File: src/rtl/cnu_minsum.sv
// Offset min-sum check node: collects one row of alpha messages, then streams
// the matching beta messages in edge order with no bubbles.
module cnu_minsum #(
    parameter int unsigned BITS    = 8,
    parameter int unsigned DEG_MAX = 16,
    parameter int unsigned IDXW    = $clog2(DEG_MAX),
    parameter int unsigned DEGW    = $clog2(DEG_MAX + 1),
    parameter int unsigned OFFSET  = 1
) (
    input  logic                   i_clk,
    input  logic                   i_rst_n,
    input  logic                   i_start,
    input  logic [DEGW-1:0]        i_deg,
    input  logic                   i_alpha_valid,
    input  logic signed [BITS-1:0] i_alpha,
    output logic                   o_beta_valid,
    output logic signed [BITS-1:0] o_beta,
    output logic                   o_done,
    output logic                   o_busy,
    output logic                   o_err
);

    typedef enum logic [1:0] {StIdle, StCollect, StEmit} state_e;

    localparam logic [BITS-2:0] MAG_MAX  = '1;
    localparam logic [BITS-2:0] OFF      = (BITS-1)'(OFFSET);
    localparam logic [BITS-1:0] MOST_NEG = {1'b1, {(BITS-1){1'b0}}};
    localparam logic [DEGW-1:0] DEG_LO   = DEGW'(2);
    localparam logic [DEGW-1:0] DEG_HI   = DEGW'(DEG_MAX);
    localparam logic [DEGW-1:0] ONE      = DEGW'(1);

    state_e               r_state, w_state_next;
    logic [DEGW-1:0]      r_deg, r_cnt;
    logic [BITS-2:0]      r_min1, r_min2;
    logic [IDXW-1:0]      r_idx1;
    logic                 r_parity;
    logic [DEG_MAX-1:0]   r_signs;
    logic                 r_err;

    logic [IDXW-1:0]      w_k;
    logic                 w_legal, w_accept, w_coll_last, w_emit_last;
    logic [BITS-1:0]      w_alpha_neg;
    logic [BITS-2:0]      w_mag, w_m, w_mag_out;
    logic [BITS-1:0]      w_beta_mag;
    logic                 w_neg;

    assign w_k         = r_cnt[IDXW-1:0];
    assign w_legal     = (i_deg >= DEG_LO) && (i_deg <= DEG_HI);
    assign w_accept    = (r_state == StCollect) && i_alpha_valid;
    assign w_coll_last = w_accept && (r_cnt == r_deg - ONE);
    assign w_emit_last = (r_state == StEmit) && (r_cnt == r_deg - ONE);

    // |alpha| with the most negative code saturated to the largest magnitude
    assign w_alpha_neg = -i_alpha;
    assign w_mag = (i_alpha == MOST_NEG) ? MAG_MAX :
                   (i_alpha[BITS-1] ? w_alpha_neg[BITS-2:0] : i_alpha[BITS-2:0]);

    assign w_m        = (w_k == r_idx1) ? r_min2 : r_min1;
    assign w_mag_out  = (w_m > OFF) ? (w_m - OFF) : '0;
    assign w_neg      = r_parity ^ r_signs[w_k];
    assign w_beta_mag = {1'b0, w_mag_out};

    always_comb begin
        w_state_next = r_state;
        unique case (r_state)
            StIdle:    if (i_start && w_legal) w_state_next = StCollect;
            StCollect: if (w_coll_last) w_state_next = StEmit;
            StEmit:    if (w_emit_last) w_state_next = StIdle;
            default:   w_state_next = StIdle;
        endcase
    end

    always_ff @(posedge i_clk or negedge i_rst_n) begin
        if (!i_rst_n) begin
            r_state <= StIdle;
        end else begin
            r_state <= w_state_next;
        end
    end

    always_ff @(posedge i_clk or negedge i_rst_n) begin
        if (!i_rst_n) begin
            r_deg    <= '0;
            r_cnt    <= '0;
            r_min1   <= MAG_MAX;
            r_min2   <= MAG_MAX;
            r_idx1   <= '0;
            r_parity <= 1'b0;
            r_signs  <= '0;
            r_err    <= 1'b0;
        end else begin
            r_err <= 1'b0;
            case (r_state)
                StIdle: begin
                    if (i_start) begin
                        if (w_legal) begin
                            r_deg    <= i_deg;
                            r_cnt    <= '0;
                            r_min1   <= MAG_MAX;
                            r_min2   <= MAG_MAX;
                            r_idx1   <= '0;
                            r_parity <= 1'b0;
                            r_signs  <= '0;
                        end else begin
                            r_err <= 1'b1;
                        end
                    end
                end
                StCollect: begin
                    if (w_accept) begin
                        r_signs[w_k] <= i_alpha[BITS-1];
                        r_parity     <= r_parity ^ i_alpha[BITS-1];
                        // Ties with min1 fall through to min2 so idx1 keeps the first hit
                        if (w_mag < r_min1) begin
                            r_min2 <= r_min1;
                            r_min1 <= w_mag;
                            r_idx1 <= w_k;
                        end else if (w_mag < r_min2) begin
                            r_min2 <= w_mag;
                        end
                        r_cnt <= w_coll_last ? '0 : r_cnt + ONE;
                    end
                end
                StEmit: begin
                    r_cnt <= w_emit_last ? '0 : r_cnt + ONE;
                end
                default: r_cnt <= '0;
            endcase
        end
    end

    always_comb begin
        o_beta_valid = (r_state == StEmit);
        o_done       = w_emit_last;
        o_busy       = (r_state != StIdle);
        o_err        = r_err;
        o_beta       = '0;
        if (o_beta_valid) begin
            o_beta = w_neg ? -w_beta_mag : w_beta_mag;
        end
    end

endmodule

File: config.mk
export PLATFORM = sky130hd
export DESIGN_NAME = cnu_minsum
export DESIGN_NICKNAME = d
export VERILOG_FILES = /design/src/rtl/cnu_minsum.sv
export SDC_FILE = /design/constraint.sdc
export NUM_CORES = 1
export LEC_CHECK = 0
export CAP_MARGIN = 10
export CORE_ASPECT_RATIO = 1.75
export CORE_MARGIN = 10
export CORE_UTILIZATION = 34
export DETAILED_ROUTE_END_ITERATION = 8
export PLACE_DENSITY = 0.53
export SLEW_MARGIN = 20
export SYNTH_ARGS = -nofsm -noshare
export SYNTH_HDL_FRONTEND = slang
export SYNTH_SLANG_ARGS = --single-unit
File: constraint.sdc
create_clock -name i_clk -period 4.6 [get_ports i_clk]
set_input_delay 0.46 -clock i_clk [delete_from_list [all_inputs] [get_ports i_clk]]
set_output_delay 0.46 -clock i_clk [all_outputs]
set_load 0.01 [all_outputs]
Word-level counts from Yosys, hierarchy flattened. Cells that the tools add are included.

Bits of input ports: 17. Output and inout bits: 12. Flip-flop bits (word level): 48. Logic and storage cells: 97.

Add/sub/neg operators: 5. Bitwise gates (word level): 2. Reductions and logical operators: 15. $lt $le $gt $ge: 7. Equality and inequality tests: 13. Muxes and demuxes: 46.

Operators with widths (count): $mux 7 (11); $mux 16 (3); $pmux 16 s2 (1); $pmux 7 s2 (2); $mux 5 (5); $bwmux 16 (1); $mux 4 (4); $mux 8 (2); $pmux 5 s3 (1); $lt 7x7->1 (2); $ne 2x2->1 const B (5); $reduce_and 5->1 (2); $reduce_and 3->1 (3); $eq 8x8->1 const B (1); $mux 1 (8); $neg 7->8 (1); $pmux 4 s2 (1); $gt 7x1->1 const B (1); $neg 7->7 (1); $sub 7x1->7 const B (1); $logic_and 1x1->1 (6); $mux 2 (3); $pmux 2 s3 (1); $add 5x1->5 const B (1); 18 further kinds (21).

Depth between registers and ports, before layout. Gate-level depths: netlist of the first run.

Depth after elaboration: 8. Mapped depth: 14. Gate-level depth less buffers: 13.

Worst setup path after synthesis of the first run. Ideal clock, no wire load.

Path kind: register -> output. From: register r_cnt[0]. To: output o_beta[4]. Data required time: 4140 ps. Arrival time: 2951 ps. Path slack: 1189 ps. Path buffers: 2. Stages on the path, launching flop included: 13. Cell sequence: dfrtp_1 > buf_6 > xnor2_1 > nand4_1 > buf_4 > mux2i_1 > ha_1 > nor3b_1 > xnor2_1 > and2_2 > or4b_2 > mux2_1 > o41ai_1.

Longest elaborated chain between the ends: 7. Elaborated cells between the ends (all ways): 11. Those cells by class: add/sub: 2; order compare: 1; eq/ne: 1; mux: 6; bitwise: 1.

RTL lines: start, declared (RTL line 33) `logic [DEGW-1:0] r_deg, r_cnt;`; start signal, assigned (RTL line 121) `r_cnt <= w_coll_last ? '0 : r_cnt + ONE;`; start signal, assigned (RTL line 125) `r_cnt <= w_emit_last ? '0 : r_cnt + ONE;`; $eq 4x4->1 (RTL line 58) `assign w_m = (w_k == r_idx1) ? r_min2 : r_min1;`; $mux 7 (RTL line 58); $sub 7x1->7 or $gt 7x1->1 (tied branches) (RTL line 59) `assign w_mag_out = (w_m > OFF) ? (w_m - OFF) : '0;`; $mux 7 (RTL line 59); $neg 7->8 (RTL line 139) `o_beta = w_neg ? -w_beta_mag : w_beta_mag;`; $mux 8 * (RTL line 139); $mux 8 * (RTL line 138) `if (o_beta_valid) begin`; end, declared (RTL line 17) `output logic signed [BITS-1:0] o_beta,`.

Mark *: on every way between the ends. The rest lies on a longest branch, timed or not. The select of a mux whose other input is x is not followed.

Final worst setup path of the first run.
From: register r_cnt[1]. To: output o_beta[4].

Same word-level chain as after synthesis.

==> impl_metrics.yaml, run 1 <==
outcome:
  run_status: "completed"
sta:
  finClkSkew_ps: 5.806
  timing_hold_violations_final: 0
  worstMarginPinSlew_ps: 760.5
  max-slew-margin-rel: 0.4886
  fmax_mhz: 231.0
  finalSetupTns_ps: 0
  min_period_ps: 4328
  max_slew_vio_count: 0
  report.final.setup_viol: 0
  grt_setup_unrepaired: "no"
  fin_ws_ps: 271.9
  final.period_utilization: 0.9409
global_route:
  grt_use_met2: 0.2550
  grt_max_degree: 29
  via_count_of_the_first_global_routing_pass: 3295
  gr-max-usage-layer: "met2"
  grt-ovfl-total: 0
  global_route.usage.met3: 0.02052
  grt_util_overall: 0.1285
  grt_first_pass_wirelength_um: 16360
  gr-usage-met1: 0.1202
  antenna_found_initial: 0
power:
  power_density_nw_per_um2: 663.9
  net_sw_power_w: 0.001283
  p_leak_nw: 1.957
  internal_power_w: 0.001616
  power_frac_seq: 0.232
  power.combinational.fraction: 0.602
  vdd_drop_max_mv: 0.3786
  share_clk_of_total_power: 0.166
  switching_share: 0.4426
  power.total_w: 0.002900
detailed_routing:
  drc: 0
  drt_iter0_markers: 100
  ant_nets: 0
  drt-total-wl_um: 9726
  routed_via_density: 5.444
  avgRoutedWirePerCell_um: 17.28
  dr.pass1.iters: 4
  num_vias: 3065
logic_synthesis:
  async_flop_share: 1.000
  synth_enable_flop_cells: 0
  ys.warnings.count: 0
  syn-cell-area_um2: 3705
  avgSynthCellArea_um2: 9.262
  postSynthCellCount: 400
  synth.lib_cells_used.distinct: 62
  synth_fp_nets: 441
  synth-main-ff-cell: "sky130_fd_sc_hd__dfrtp_1"
  synth_sequential_area_ratio: 0.3289
  ys_seq_elements: 48
worst_setup_path:
  cp_slowest_stage_delay_ps: 600
  worst_setup_path_end_kind: "primary output"
  ff2ff_path_depth: 8
  worstSetupPathType: "reg2out"
  worst_path_most_repeated_cell: "sky130_fd_sc_hd__xnor2_1"
  timing.critical_path.buf_inv: 1
  worst-r2r-setup-slack_ps: 1720
  data_required_time_at_the_worst_endpoint_ps: 4140
  cp_data_arrival_time_ps: 3870
  crit_path_cell_trace: "xnor2_1, nand4_1, mux2i_1, ha_1, nor3b_1, xnor2_1, and2_2, or4b_2, mux2_1, o41ai_1, clkdlybuf4s50_1"
  path_max_fanout: 8
  start_kind: "flip-flop"
  slowest_cp_cell: "sky130_fd_sc_hd__or4b_2"
  regToRegStartpoint: "r_state[1]"
  worst_r2r_endpoint: "r_min2[2]"
  crit_family: "simple AND/OR/NAND/NOR gates"
clocking:
  ctsHoldBuffers: 0
  root_buffer: "sky130_fd_sc_hd__clkbuf_16"
  ctsLongestPathBuffers: 2
  cts_sinks: 48
  cts_max_level: 2
  cts_post_setup_buffers_inserted: 0
  worstSkewPairLatency_ps: 290
  cts_tree: "done"
  post_cts_resize_count: 0
  path_clk_slew_ps: 70
  cts_made_buffers: 5
floorplan:
  starting_density_of_the_core: 0.3463
  fp.dieH_um: 158.1
  die_x_um: 98.91
  io_pins: 29
  core_area_um2: 10700
  core.rowCount: 50
  die-area_um2: 15640
cells_and_area:
  fin_nets: 473
  finalInstanceArea_um2: 4368
  antennaDiodeCount: 0
  area.growth.synth_to_final_pct: 17.90
  fill_cells: 1070
  layout.cells.most_common: "sky130_fd_sc_hd__nand2_1"
  final_layout_size_suffix_gt1_frac: 0.1524
  most-common-layout-cells: "sky130_fd_sc_hd__nand2_1 (37), sky130_fd_sc_hd__dfrtp_1 (34), sky130_fd_sc_hd__nor2_1 (30)"
hold_path:
  min_path_type: "in2async"
placed_design:
  gp_congestion: 0.8401
  dpl-instance-area_um2: 4174
  portBuffers: 28
  placement.setup.worst_slack_ps: 138.9
  place.detailed.hpwl_um: 7852
flow_run:
  cap_violations: 0
cell usage after synthesis, types with 3 or more instances:
| master | number | area, um2 |
|---|---|---|
| sky130_fd_sc_hd__nand2_1 | 37 | 138.9 |
| sky130_fd_sc_hd__dfrtp_1 | 34 | 850.8 |
| sky130_fd_sc_hd__nor2_1 | 30 | 112.6 |
| sky130_fd_sc_hd__inv_1 | 29 | 108.9 |
| sky130_fd_sc_hd__ha_1 | 24 | 300.3 |
| sky130_fd_sc_hd__a21oi_1 | 23 | 115.1 |
| sky130_fd_sc_hd__mux2i_1 | 22 | 220.2 |
| sky130_fd_sc_hd__xnor2_1 | 19 | 166.4 |
| sky130_fd_sc_hd__nand3_1 | 18 | 90.09 |
| sky130_fd_sc_hd__dfstp_2 | 14 | 367.9 |
| sky130_fd_sc_hd__mux2_2 | 14 | 157.7 |
| sky130_fd_sc_hd__nor3_1 | 11 | 55.05 |
| sky130_fd_sc_hd__o21ai_0 | 11 | 55.05 |
| sky130_fd_sc_hd__clkbuf_1 | 10 | 37.54 |
| sky130_fd_sc_hd__o211ai_1 | 10 | 75.07 |
| sky130_fd_sc_hd__nand4_1 | 7 | 43.79 |
| sky130_fd_sc_hd__xor2_1 | 6 | 52.55 |
| sky130_fd_sc_hd__a22o_1 | 5 | 43.79 |
| sky130_fd_sc_hd__and2_1 | 4 | 25.02 |
| sky130_fd_sc_hd__nand2b_1 | 4 | 25.02 |
| sky130_fd_sc_hd__nor2b_1 | 4 | 25.02 |
| sky130_fd_sc_hd__nor3b_1 | 4 | 30.03 |
| sky130_fd_sc_hd__a21o_1 | 3 | 22.52 |
| sky130_fd_sc_hd__and4_1 | 3 | 26.28 |
| sky130_fd_sc_hd__mux4_1 | 3 | 78.83 |
| sky130_fd_sc_hd__nor4_1 | 3 | 18.77 |
metrics by stage:
| stage | utilization | hold WS, ps | cells |
|---|---|---|---|
| 6_report | 0.4083 | 210.5 | 563 |
| 5_1_grt | 0.4083 | 240.2 | 563 |
| 4_1_cts | 0.4083 | 226.6 | 563 |
| 3_5_place_dp | 0.3902 | 511.7 | 555 |
| 3_3_place_gp | 0.3876 | 507.5 | 554 |
| 2_1_floorplan | - | 164.4 | 400 |
routing by layer:
| layer | up-vias | wire [um] |
|---|---|---|
| li1 | 1503 | - |
| met1 | 1491 | 3440 |
| met2 | 53 | 5634 |
| met3 | 18 | 279 |
| met4 | 0 | 371 |
| met5 | - | 0 |
worst max-delay path by stage:
stage,depth (start not counted),end,from,slack [ps]
4_1_cts,11,o_beta[4],r_cnt[1],240
3_3_place_gp,13,r_idx1[0],i_alpha[0],140
6_report,11,o_beta[4],r_cnt[1],270
5_1_grt,11,o_beta[4],r_cnt[2],9
3_5_place_dp,13,r_idx1[0],i_alpha[0],140
2_1_floorplan,12,o_beta[4],r_cnt[0],1190
registers in the layout, indices dropped and copies added (netlist names):
signal / count
r_deg: 5
o_err: 1
r_signs: 16
r_state: 2
r_min1: 7
r_idx1: 4
r_parity: 1
r_min2: 7
r_cnt: 5
power groups by stage:
| stage | registers (W) | logic, W | clock network [W] |
|---|---|---|---|
| 5_1_grt | 0.000690 | 0.00194 | 0.000511 |
| 3_3_place_gp | 0.000678 | 0.00172 | 0 |
| 2_1_floorplan | 0.000657 | 0.00130 | 0 |
| 4_1_cts | 0.000674 | 0.00176 | 0.000496 |
| 3_5_place_dp | 0.000681 | 0.00175 | 0 |
| 6_report | 0.000672 | 0.00175 | 0.000482 |
kinds of logic (layout without fill, tap and decap cells):
group / after synthesis / in the layout / synth area share
AOI/OAI and AO/OA: 80 / 80 / 0.1516
adders and majority gates: 24 / 24 / 0.08105
DFF: 48 / 48 / 0.3289
muxes: 42 / 42 / 0.1385
xor gates and xnor gates: 26 / 26 / 0.06653
and+or+nand+nor: 137 / 137 / 0.1847
buffers and inverters: 43 / 76 / 0.04863
area by class of cell:
type	count	area, um2	share of cell area
clock buffers	5	125.1	0.02865
repair buffers	39	377.9	0.08651
multi-input cells	309	2306	0.5279
flip-flops and latches	48	1219	0.2790
inverters	29	108.9	0.02492
well taps	130	162.7	0.03724
clock inverters	3	68.82	0.01575
No activity file was read; power rests on OpenSTA's default activity.
==> run 2: changes to the inputs <==
--- a/config.mk
+++ b/config.mk
@@ -5,11 +5,13 @@
 export SDC_FILE = /design/constraint.sdc
 export NUM_CORES = 1
 export LEC_CHECK = 0
+export ABC_AREA = 1
 export CAP_MARGIN = 10
 export CORE_ASPECT_RATIO = 1.75
 export CORE_MARGIN = 10
 export CORE_UTILIZATION = 34
 export DETAILED_ROUTE_END_ITERATION = 8
+export HOLD_SLACK_MARGIN = 0.02
 export PLACE_DENSITY = 0.53
 export SLEW_MARGIN = 20
 export SYNTH_ARGS = -nofsm -noshare
==> impl_metrics.yaml, run 2 <==
outcome:
  run_status: "completed"
power:
  net_sw_power_w: 0.001661
  power_frac_seq: 0.214
  power_density_nw_per_um2: 731.8
  vdd_drop_max_mv: 0.3888
  internal_power_w: 0.001552
  p_leak_nw: 2.118
  power.combinational.fraction: 0.666
  share_clk_of_total_power: 0.120
  switching_share: 0.5169
logic_synthesis:
  synth-main-ff-cell: "sky130_fd_sc_hd__dfrtp_1"
  syn-cell-area_um2: 3862
  synth_top_area_cells: "sky130_fd_sc_hd__dfrtp_1 (22%), sky130_fd_sc_hd__dfstp_2 (9.5%), sky130_fd_sc_hd__nand2_1 (8.8%), sky130_fd_sc_hd__ha_1 (7.8%), sky130_fd_sc_hd__o21ai_0 (7.5%)"
  async_flop_share: 1.000
  synth_top_area_frac: 0.2203
  post-synth-top-count-cell: "sky130_fd_sc_hd__nand2_1"
  postSynthCellCount: 520
  synth_enable_flop_cells: 0
  ys.warnings.count: 0
  avgSynthCellArea_um2: 7.428
  synth.lib_cells_used.distinct: 44
  ys_seq_elements: 48
  ys_top_cells_by_count: "sky130_fd_sc_hd__nand2_1 (91), sky130_fd_sc_hd__o21ai_0 (58), sky130_fd_sc_hd__inv_1 (56)"
  synth_sequential_area_ratio: 0.3155
  synth_fp_nets: 561
  yosys.area.top_type: "sky130_fd_sc_hd__dfrtp_1"
cells_and_area:
  fill_cells: 1192
  layout.cells.most_common: "sky130_fd_sc_hd__nand2_1"
  antennaDiodeCount: 0
  area.growth.synth_to_final_pct: 13.67
  biggest_regs: "r_signs x16, r_min1 x7, r_min2 x7"
  top_register: "r_signs"
  finalInstanceArea_um2: 4390
  multi_input_area_um2: 2286
  most-common-layout-cells: "sky130_fd_sc_hd__nand2_1 (91), sky130_fd_sc_hd__o21ai_0 (58), sky130_fd_sc_hd__inv_1 (56)"
  ff_latch_area_um2: 1219
  final_layout_size_suffix_gt1_frac: 0.1612
  largest_reg_flops: 16
  fin_nets: 586
sta:
  min_period_ps: 4108
  finalSetupTns_ps: 0
  fmax_mhz: 243.4
  final.period_utilization: 0.8931
  grt_setup_unrepaired: "no"
  worstMarginPinSlew_ps: 726.1
  report.final.setup_viol: 0
  max-slew-margin-rel: 0.5148
  timing_hold_violations_final: 0
  max_slew_vio_count: 0
  finClkSkew_ps: 9.071
clocking:
  cts_max_level: 2
  worstSkewPairLatency_ps: 300
  root_buffer: "sky130_fd_sc_hd__clkbuf_16"
  ctsHoldBuffers: 0
  path_clk_slew_ps: 70
  ctsLongestPathBuffers: 2
  cts_post_setup_buffers_inserted: 0
  cts_tree: "done"
  post_cts_resize_count: 0
  cts_sinks: 48
  cts_made_buffers: 5
detailed_routing:
  dr.pass1.iters: 4
  drt-total-wl_um: 10400
  ant_nets: 0
  routed_via_density: 5.100
  num_vias: 3458
  drt_iter0_markers: 153
  avgRoutedWirePerCell_um: 15.35
  drc: 0
placed_design:
  gp_congestion: 0.8147
  dpl-instance-area_um2: 4240
  portBuffers: 28
  place.detailed.hpwl_um: 8125
floorplan:
  core_area_um2: 11100
  starting_density_of_the_core: 0.3479
  io_pins: 29
  fp.dieH_um: 161.0
  die-area_um2: 16190
  core.rowCount: 51
  die_x_um: 100.6
global_route:
  via_count_of_the_first_global_routing_pass: 3508
  grt_util_overall: 0.1323
  grt-ovfl-total: 0
  grt_max_degree: 49
  antenna_found_initial: 0
  grt_first_pass_wirelength_um: 17440
worst_setup_path:
  cp_slowest_stage_delay_ps: 620
  timing.critical_path.from: "r_cnt[0]"
  worst_r2r_endpoint: "r_min2[5]"
  timing.critical_path.buf_inv: 3
  worst-r2r-setup-slack_ps: 1780
  data_required_time_at_the_worst_endpoint_ps: 4140
  regToRegStartpoint: "r_min1[4]"
  worst_setup_path_end_kind: "primary output"
  crit_family: "simple AND/OR/NAND/NOR gates"
  worst_path_most_repeated_cell: "sky130_fd_sc_hd__nand2_1"
  path_max_fanout: 17
  cp_data_arrival_time_ps: 3650
  start_kind: "flip-flop"
  ff2ff_path_depth: 11
  slowest_cp_cell: "sky130_fd_sc_hd__dfrtp_1"
  worstSetupPathType: "reg2out"
  crit_path_cell_trace: "inv_4, nand2_2, nand2_4, nor2_8, nand2_4, nand2_1, nand2_2, ha_1, nand2_1, nor2_4, nand2_4, nand2_4, inv_4, nand2_1, ha_1, or2_2, nand2_1, nand2_1, nor2_1, clkdlybuf4s50_1"
flow_run:
  cap_violations: 0
hold_path:
  min_path_type: "in2async"
run 2: changes by cell type after synthesis, sizes merged, moves of 6 or more:
cell / before / now
inv: 29 / 68
o211ai: 10 / 0
a22o: 6 / 0
xnor2: 20 / 3
nand3: 18 / 33
a21oi: 24 / 37
nor2: 30 / 62
o21ai: 11 / 63
nand2: 37 / 118
mux2i: 22 / 4
mux2: 15 / 1
run 2: how the worst max path moves through the flow:
stage                      endpoint  depth (start not counted)
after global routing      o_beta[2]                         20
after floorplan           o_beta[2]                         19
after CTS                 o_beta[2]                         20
final                     o_beta[2]                         20
after global placement    r_min2[5]                         21
after detailed placement  r_min2[5]                         21
run 2: area by class of cell:
cell class / instances / share of cell area
Tap cell: 132 / 0.03762
Clock inverter: 1 / 0.001710
Sequential cell: 48 / 0.2776
Clock buffer: 7 / 0.03249
Multi-Input combinational cell: 390 / 0.5207
Inverter: 68 / 0.06042
Timing Repair Buffer: 32 / 0.06954
run 2: power by group through the flow:
stage | sequential (W) | clock, W | combinational, W
final | 0.000687 | 0.000387 | 0.00214
after global routing | 0.000704 | 0.000414 | 0.00242
after CTS | 0.000688 | 0.000399 | 0.00216
after detailed placement | 0.000695 | 0 | 0.00215
after global placement | 0.000690 | 0 | 0.00212
after floorplan | 0.000651 | 0 | 0.00166
run 2: routing by layer:
metal | global-route usage | share of wire | vias up
met5 | 0 | 0 | -
met4 | 0.05677 | 0.027 | 0
met1 | 0.1287 | 0.36 | 1646
met2 | 0.2614 | 0.59 | 40
met3 | 0.01709 | 0.018 | 14
li1 | - | - | 1758
run 2: cell families (layout without fill, tap and decap cells):
kind of cell	after synthesis	in the layout	share of synthesized area
AND/OR/NAND/NOR	237	237	0.3126
AO/OA/AOI/OAI	115	115	0.1659
buffers and inverters	82	108	0.09265
flip-flops	48	48	0.3155
adder cells (fa/ha/maj)	24	24	0.07775
XOR/XNOR	9	9	0.02235
multiplexers	5	5	0.01328
run 2: worst register-to-register path, cell delays in order (launching register included):
cell and delay (ps):
sky130_fd_sc_hd__dfstp_2 520, sky130_fd_sc_hd__inv_1 100, sky130_fd_sc_hd__ha_1 330, sky130_fd_sc_hd__a21oi_1 160
sky130_fd_sc_hd__nor2_1 50, sky130_fd_sc_hd__a211oi_1 340, sky130_fd_sc_hd__nand2_2 180, sky130_fd_sc_hd__nand2_1 90
sky130_fd_sc_hd__nand2_1 430, sky130_fd_sc_hd__nand2_1 420, sky130_fd_sc_hd__nand2_1 90, sky130_fd_sc_hd__nand2_1 70
run 2: metrics by stage:
| stage | utilization | std cells | total power (W) | setup slack [ps] | hold WS (ps) |
|---|---|---|---|---|---|
| after floorplan | - | 520 | 0.002311 | 1641 | 164.4 |
| after global placement | 0.3819 | 670 | 0.002812 | 562.5 | 475.0 |
| after detailed placement | 0.3819 | 670 | 0.002846 | 461.5 | 477.5 |
| after CTS | 0.3954 | 678 | 0.003246 | 466.0 | 300.3 |
| after global routing | 0.3954 | 678 | 0.003540 | 213.8 | 326.1 |
| final | 0.3954 | 678 | 0.003213 | 491.8 | 263.4 |
==> run 3: changes to the inputs <==
--- a/config.mk
+++ b/config.mk
@@ -13,7 +13,8 @@
 export DETAILED_ROUTE_END_ITERATION = 8
 export HOLD_SLACK_MARGIN = 0.02
 export PLACE_DENSITY = 0.53
-export SLEW_MARGIN = 20
+export SETUP_SLACK_MARGIN = 0.5
+export SLEW_MARGIN = 15
 export SYNTH_ARGS = -nofsm -noshare
 export SYNTH_HDL_FRONTEND = slang
 export SYNTH_SLANG_ARGS = --single-unit
==> impl_metrics.yaml, run 3 (synthesized netlist as in run 2, its figures left out) <==
power:
  p_leak_nw: 2.149
  power_density_nw_per_um2: 728.1
  vdd_drop_max_mv: 0.3887
cells_and_area:
  final_layout_size_suffix_gt1_frac: 0.1808
  antennaDiodeCount: 0
  post-route-util: 0.4008
  most-common-layout-cells: "sky130_fd_sc_hd__nand2_1 (90), sky130_fd_sc_hd__o21ai_0 (58), sky130_fd_sc_hd__inv_1 (56)"
  layout.cells.most_common: "sky130_fd_sc_hd__nand2_1"
  largest_reg_flops: 16
  fin_nets: 593
  top_register: "r_signs"
  biggest_regs: "r_signs x16, r_min1 x7, r_min2 x7"
  layoutNonFillerInstCount: 685
  area.growth.synth_to_final_pct: 15.23
floorplan:
  core_area_um2: 11100
  core.rowCount: 51
  io_pins: 29
  die_x_um: 100.6
  die-area_um2: 16190
  starting_density_of_the_core: 0.3479
  fp.dieH_um: 161.0
worst_setup_path:
  data_required_time_at_the_worst_endpoint_ps: 4140
  regToRegStartpoint: "r_state[1]"
  worstSetupPathType: "reg2out"
  slowest_cp_cell: "sky130_fd_sc_hd__clkdlybuf4s50_1"
  ff2ff_path_depth: 14
  cp_data_arrival_time_ps: 3430
  start_kind: "flip-flop"
  worst-r2r-setup-slack_ps: 1990
  crit_end: "o_beta[2]"
  path_max_fanout: 17
  worst_path_most_repeated_cell: "sky130_fd_sc_hd__nand2_4"
  worst_r2r_endpoint: "r_signs[8]"
  timing.critical_path.from: "r_cnt[0]"
  worst_setup_path_end_kind: "primary output"
  cp_slowest_stage_delay_ps: 540
  crit_path_cell_trace: "inv_4, nand2_2, nand2_4, nor2_8, nand2_4, nand2_2, nand2_4, inv_2, ha_1, nand2_1, nor2_4, nand2_4, nand2_4, inv_4, nand2_1, ha_1, or2_2, nand2_1, nand2_1, nor2_1, clkdlybuf4s50_1"
sta:
  max_slew_vio_count: 0
  timing_hold_violations_final: 0
  min_period_ps: 3889
  final.period_utilization: 0.8455
  finalSetupTns_ps: 0
  max-slew-margin-rel: 0.5669
  fmax_mhz: 257.1
  worstMarginPinSlew_ps: 649.6
  grt_setup_unrepaired: "yes"
  report.final.setup_viol: 0
  finClkSkew_ps: 10.13
detailed_routing:
  dr.pass1.iters: 4
  ant_nets: 0
  routed_via_density: 5.112
  drt_iter0_markers: 149
  avgRoutedWirePerCell_um: 15.28
  num_vias: 3502
  drc: 0
  drt-total-wl_um: 10470
global_route:
  grt_max_degree: 49
  grt_first_pass_wirelength_um: 17440
  grt_util_overall: 0.1323
  grt-ovfl-total: 0
  grt_use_met2: 0.2614
  gr-max-usage-layer: "met2"
  gr-usage-met1: 0.1287
  antenna_found_initial: 0
  via_count_of_the_first_global_routing_pass: 3508
  global_route.usage.met3: 0.01709
clocking:
  ctsHoldBuffers: 0
  path_clk_slew_ps: 70
  root_buffer: "sky130_fd_sc_hd__clkbuf_16"
  ctsLongestPathBuffers: 2
  cts_made_buffers: 5
  cts_max_level: 2
  cts_sinks: 48
  cts_tree: "done"
  worstSkewPairLatency_ps: 300
placed_design:
  dp_cells: 670
  place.detailed.hpwl_um: 8125
  gp_congestion: 0.8147
  portBuffers: 28
hold_path:
  min_path_type: "in2async"
flow_run:
  cap_violations: 0
outcome:
  run_status: "completed"
## run 3: changes by cell type in the layout (fill, tap and decap cells not counted)
cell and change:
sky130_fd_sc_hd__buf_4 +7, sky130_fd_sc_hd__dfrtp_1 -4, sky130_fd_sc_hd__dfrtp_2 +4, sky130_fd_sc_hd__nand2_1 -1
sky130_fd_sc_hd__nand2_2 +1
## run 3: layout make-up
cell class / instances / area [um2]
repair buffers: 39 / 357.8
flip-flops and latches: 48 / 1224
fillers: 1187 / 6653
well taps: 132 / 165.2
clock inverters: 1 / 7.507
inverters: 68 / 265.3
clock buffers: 7 / 142.6
multi-input cells: 390 / 2288
## run 3: how the worst min path moves through the flow
stage	start	endpoint	slack (ps)	cells after the start
finish	i_rst_n	r_deg[2]	260	2
floorplan	i_rst_n	o_err	160	0
detailed placement	r_min2[1]	r_min2[1]	480	2
global placement	r_min2[1]	r_min2[1]	470	2
global route	i_rst_n	r_cnt[4]	330	2
CTS	i_rst_n	r_cnt[4]	300	2
## run 3: metrics by stage
| stage | worst slack, ps | hold WS, ps | area [um2] | total power, W |
|---|---|---|---|---|
| after floorplan | 1641 | 164.4 | 3862 | 0.002311 |
| after global placement | 562.5 | 475.0 | 4240 | 0.002812 |
| after detailed placement | 461.5 | 477.5 | 4240 | 0.002846 |
| after CTS | 538.6 | 300.3 | 4393 | 0.003247 |
| after global routing | 451.8 | 326.1 | 4451 | 0.003563 |
| final | 710.5 | 264.3 | 4451 | 0.003241 |
## run 3: routing by layer
layer,vias up,wire length (um),part of all wire
li1,1774,-,-
met1,1672,3842,0.37
met2,42,6160,0.59
met3,14,181,0.017
met4,0,282,0.027
met5,-,0,0
## run 3: what timing repair did
action                                  4_1_cts  5_1_grt
gates resized for setup                       2        3
setup buffers                                 0        7
cloned                                        0        0
endpoints found under the setup margin        1       11
## run 3: power by group
part | total [W] | switching [W] | internal (W)
registers | 0.000678 | 0.0000887 | 0.000589
logic | 0.00217 | 0.00141 | 0.000764
clock network | 0.000391 | 0.000174 | 0.000217
## run 3: critical path: cells and delay by family, from the launching register on
family	cells	cell delay (ps)
flip-flops	1	470
adder cells (fa/ha/maj)	2	390
AND/OR/NAND/NOR	15	1410
buffers and inverters	4	860
